### config.mk
export PLATFORM = sky130hd
export DESIGN_NAME = if_id_reg
export DESIGN_NICKNAME = d
export VERILOG_FILES = /design/src/rtl/if_id_reg.sv
export SDC_FILE = /design/constraint.sdc
export NUM_CORES = 1
export LEC_CHECK = 0
export ABC_AREA = 1
export CAP_MARGIN = 40
export CORE_ASPECT_RATIO = 1.2
export CORE_MARGIN = 1.5
export CORE_UTILIZATION = 50
export CTS_CLUSTER_DIAMETER = 40
export DETAILED_ROUTE_END_ITERATION = 16
export PLACE_DENSITY_LB_ADDON = 0.2
export SLEW_MARGIN = 20
export SYNTH_ARGS = -nofsm -noshare
export SYNTH_HDL_FRONTEND = slang
export SYNTH_SLANG_ARGS = --single-unit
export TNS_END_PERCENT = 30
### constraint.sdc
create_clock -name clk -period 2.74 [get_ports clk]
set_input_delay 0.274 -clock clk [delete_from_list [all_inputs] [get_ports clk]]
set_output_delay 0.274 -clock clk [all_outputs]
set_load 0.02 [all_outputs]
### src/rtl/if_id_reg.sv
// IF/ID pipeline register: captures fetch PC and instruction word, precomputes PC+4,
// honours stall (hold) and flush (bubble), and keeps saturating stall/flush counters.
module if_id_reg #(
    parameter int               WIDTH = 32,
    parameter logic [WIDTH-1:0] NOP   = 32'h00000000,
    parameter int               CNT_W = 16
) (
    input  logic             clk,
    input  logic             rst_n,
    input  logic [WIDTH-1:0] pc_in,
    input  logic [WIDTH-1:0] instr_in,
    input  logic             stall,
    input  logic             flush,
    output logic [WIDTH-1:0] pc_out,
    output logic [WIDTH-1:0] pc_plus4_out,
    output logic [WIDTH-1:0] instr_out,
    output logic             valid_out,
    output logic             addr_err_out,
    output logic [CNT_W-1:0] stall_cnt,
    output logic [CNT_W-1:0] flush_cnt
);

    function automatic logic [CNT_W-1:0] sat_inc(input logic [CNT_W-1:0] c);
        return (&c) ? c : c + 1'b1;
    endfunction

    logic [WIDTH-1:0] pc_p1;
    logic [WIDTH-1:0] pc4_p1;
    logic [WIDTH-1:0] instr_p1;
    logic             vld_p1;
    logic             err_p1;
    logic [CNT_W-1:0] stall_cnt_p1;
    logic [CNT_W-1:0] flush_cnt_p1;
    logic             misaligned;

    assign misaligned = |pc_in[1:0];

    // IF -> ID boundary: flush beats stall, stall beats load
    always_ff @(posedge clk or negedge rst_n) begin
        if (!rst_n) begin
            pc_p1    <= '0;
            pc4_p1   <= '0;
            instr_p1 <= NOP;
            vld_p1   <= 1'b0;
            err_p1   <= 1'b0;
        end else if (flush) begin
            pc_p1    <= '0;
            pc4_p1   <= '0;
            instr_p1 <= NOP;
            vld_p1   <= 1'b0;
            err_p1   <= 1'b0;
        end else if (!stall) begin
            // Faulting PC still loads so the exception logic can report it
            pc_p1    <= pc_in;
            pc4_p1   <= pc_in + WIDTH'(4);
            instr_p1 <= misaligned ? NOP : instr_in;
            vld_p1   <= !misaligned;
            err_p1   <= misaligned;
        end
    end

    always_ff @(posedge clk or negedge rst_n) begin
        if (!rst_n) begin
            stall_cnt_p1 <= '0;
            flush_cnt_p1 <= '0;
        end else begin
            if (flush)
                flush_cnt_p1 <= sat_inc(flush_cnt_p1);
            else if (stall)
                stall_cnt_p1 <= sat_inc(stall_cnt_p1);
        end
    end

    assign pc_out       = pc_p1;
    assign pc_plus4_out = pc4_p1;
    assign instr_out    = instr_p1;
    assign valid_out    = vld_p1;
    assign addr_err_out = err_p1;
    assign stall_cnt    = stall_cnt_p1;
    assign flush_cnt    = flush_cnt_p1;

endmodule

==> reports/metrics.cfg <==
[status]
status = completed

[global_routing]
grt_pass1_wl_mm = 28.8
busiest_layer = met2
grt_pass1_vias = 5972
grt.total_usage_pct = 27.3
antenna_found_initial = 0
grtUsageMet3_pct = 6.20
use_met2_pct = 45.4
grt_util_met1_pct = 34.1
grt.overflow.total = 0
grt_max_degree = 73

[die]
die_y_um = 125
placementRows = 44
start_util_pct = 51.4
pin_count = 198
coreArea_um2 = 12100
fp.dieArea_um2 = 13100
die_x_um = 105

[final_layout]
final_nets = 1000
layout.cells.non_filler = 1103
final_core_utilization_pct = 73.9
num_antenna_cells = 0
drive_gt1_share_pct = 6.79
area_growth_pct = 43.8

[placed_design]
portBuffers = 197
pre_cts_slack_ns = 0.648
gp_congestion = 0.890
dp_cells = 1070
dp_hpwl_mm = 12.5

[route]
drt_wl_total_mm = 17.4
dr_total_vias = 5901
vias_per_cell = 5.35
ant_nets = 0
wire_per_inst_um = 15.7
dr.first_iter.drc_count = 310
firstDrtPassIters = 5
route.detailed.drc = 0

[timing]
slew_headroom_pct = 48.8
skew_ns = 0.00728
hold_ws_ns = 0.408
post-route-min-period_ns = 1.94
setup_tns_ns = 0
worst_pin_slew_ns = 0.767
slew_viol_final = 0
timing.final.ws_setup_ns = 0.797
setup_viol = 0
fmax_mhz = 515
fin_crit_sh_pct = 70.9
rsz0062_at_grt = no
hold_viol_final = 0

[job]
cap_viol_max_count = 0

[worst_setup_path]
required_ns = 3.07
r2r-start = flush_cnt[0]
crit_type = reg2reg
end_kind = register
cp.arrival_ns = 2.27
reg2reg_depth = 10
r2r_slack_ns = 0.80
r2r_end = flush_cnt[13]
worstSetupStartpoint = flush_cnt[0]
critical_path.endpoint = flush_cnt[13]
startpoint_type = register
critPathMaxFanout = 20

[clock_tree]
clock_path_buffers = 2
clk_pin_slew_ns = 0.06
clock_latency_ns = 0.41
cts.sinks = 128
cts_root_buf = clkbuf_16
numCtsBuffers = 17
htree_levels = 4
tritoncts = built
cts_resized = 0

[logic_synthesis]
synth_edf_count = 0
synth_top_area_share_pct = 51.4
synth_cell_types = 31
synth_top_area_cell = dfrtp_1
synth_cells = 737
synth_area_leaders = dfrtp_1 (51%), nand2_1 (15%), a32o_1 (5.1%), nor2_1 (4.8%), nand3_1 (4.1%)
ys_seq_elements = 128
yosysWarnings = 0
synth.avg_cell_area_um2 = 8.45
syn_area_um2 = 6230
ys_async_sr_fraction_pct = 100
synth_ff_type = dfrtp_1
ys_seq_area_share_pct = 51.4
syn-num-nets = 808

[power]
leakage_nw = 3.99
power.density_nw_per_um2 = 639
peakVddDrop_mv = 0.366

[hold_path]
min_path_type = in2async

flip-flops by register name (all words and copies together) (netlist names):
| register | count |
|---|---|
| valid_out | 1 |
| addr_err_out | 1 |
| pc_plus4_out | 30 |
| pc_out | 32 |
| stall_cnt | 16 |
| instr_out | 32 |
| flush_cnt | 16 |
area by class of cell:
class	instances	area, um2
clock buffers	18	439
clock inverters	14	205
fillers	905	3160
inverters	56	210
multi-input cells	522	2650
flip-flops and latches	128	3200
well taps	161	201
repair buffers	204	2050
synthesized netlist by cell type, types with 2 or more instances:
cell type,count
nand4_1,10
nor2_2,2
a21oi_1,3
o21ai_2,8
inv_2,3
clkbuf_1,8
dfrtp_1,128
a32o_1,32
buf_6,2
o21ai_0,40
xnor2_1,14
nor2_1,80
ha_1,3
buf_4,3
xor2_1,10
nand3_2,2
a22o_1,10
nand3_1,51
o211ai_1,5
inv_1,53
nand2_1,243
nor2_4,3
buf_2,16
layer usage:
layer  share of wire [%]  wire length, um
met4                 3.3              566
met1                  42             7210
met2                  49             8570
met5                   0                0
met3                 5.8             1010
cells in the final DEF, fill, tap and decap left out:
master,count
nand2_1,243
clkdlybuf4s50_1,196
dfrtp_1,128
nor2_1,78
inv_1,52
nand3_1,51
o21ai_0,40
a32o_1,32
clkbuf_16,17
xnor2_1,14
xor2_1,10
a22o_1,10
nand4_1,10
o21ai_2,8
o211ai_1,5
clkinv_4,5
buf_4,5
nor2_4,4
inv_2,4
bufinv_16,4
nor2_2,3
a21oi_1,3
ha_1,3
inv_6,3
nand3_2,2
clkinvlp_4,2
buf_12,2
nand4_4,1
nand2_4,1
nor3_1,1
nand2_2,1
a22o_2,1
nor3b_1,1
clkbuf_8,1
dlygate4sd3_1,1
worst min path at each step:
| stage | start | to | cells after the start |
|---|---|---|---|
| after global placement | rst_n | flush_cnt[13] | 1 |
| after floorplan | rst_n | addr_err_out | 0 |
| after global routing | rst_n | flush_cnt[13] | 2 |
| after CTS | rst_n | flush_cnt[13] | 2 |
| after detailed placement | rst_n | flush_cnt[13] | 1 |
| final | rst_n | flush_cnt[13] | 2 |
cells by family (layout without fill, tap and decap cells):
kind of cell / Yosys count / after routing / share of synthesized area (%)
simple gates: 396 / 396 / 26.5
flops: 128 / 128 / 51.4
compound gates: 99 / 99 / 11.9
buf+inv: 87 / 292 / 6.25
xor+xnor: 24 / 24 / 3.37
fa+ha+maj: 3 / 3 / 0.603
metrics by stage:
stage	total power [mW]	instance area [um2]
final	5.72	8950
after CTS	5.76	8950
after detailed placement	3.32	8300
after global routing	5.95	8950
after floorplan	2.75	6230
after global placement	3.28	8300
critical path, cell delays in order, from the launching register on:
cell,delay (ns)
dfrtp_1,0.43
ha_1,0.28
nand3_1,0.12
inv_1,0.07
nand2_1,0.09
inv_1,0.04
nand2_1,0.08
nand2_2,0.17
inv_2,0.37
nand2_1,0.13
o21ai_2,0.08
report_power, final:
| part | switching, mW | internal, mW |
|---|---|---|
| registers | 0.162 | 2.04 |
| logic | 0.585 | 0.509 |
| clock network | 0.862 | 1.56 |
| total | 1.61 | 4.11 |
repair_timing:
action / in CTS / in global routing
buffers inserted: 0 / 0
hold buffers: 1 / 0
endpoints found under the setup margin: 0 / 0
hold endpoints to repair: 41 / 0
Note: power is estimated with default switching activity, not from simulation.
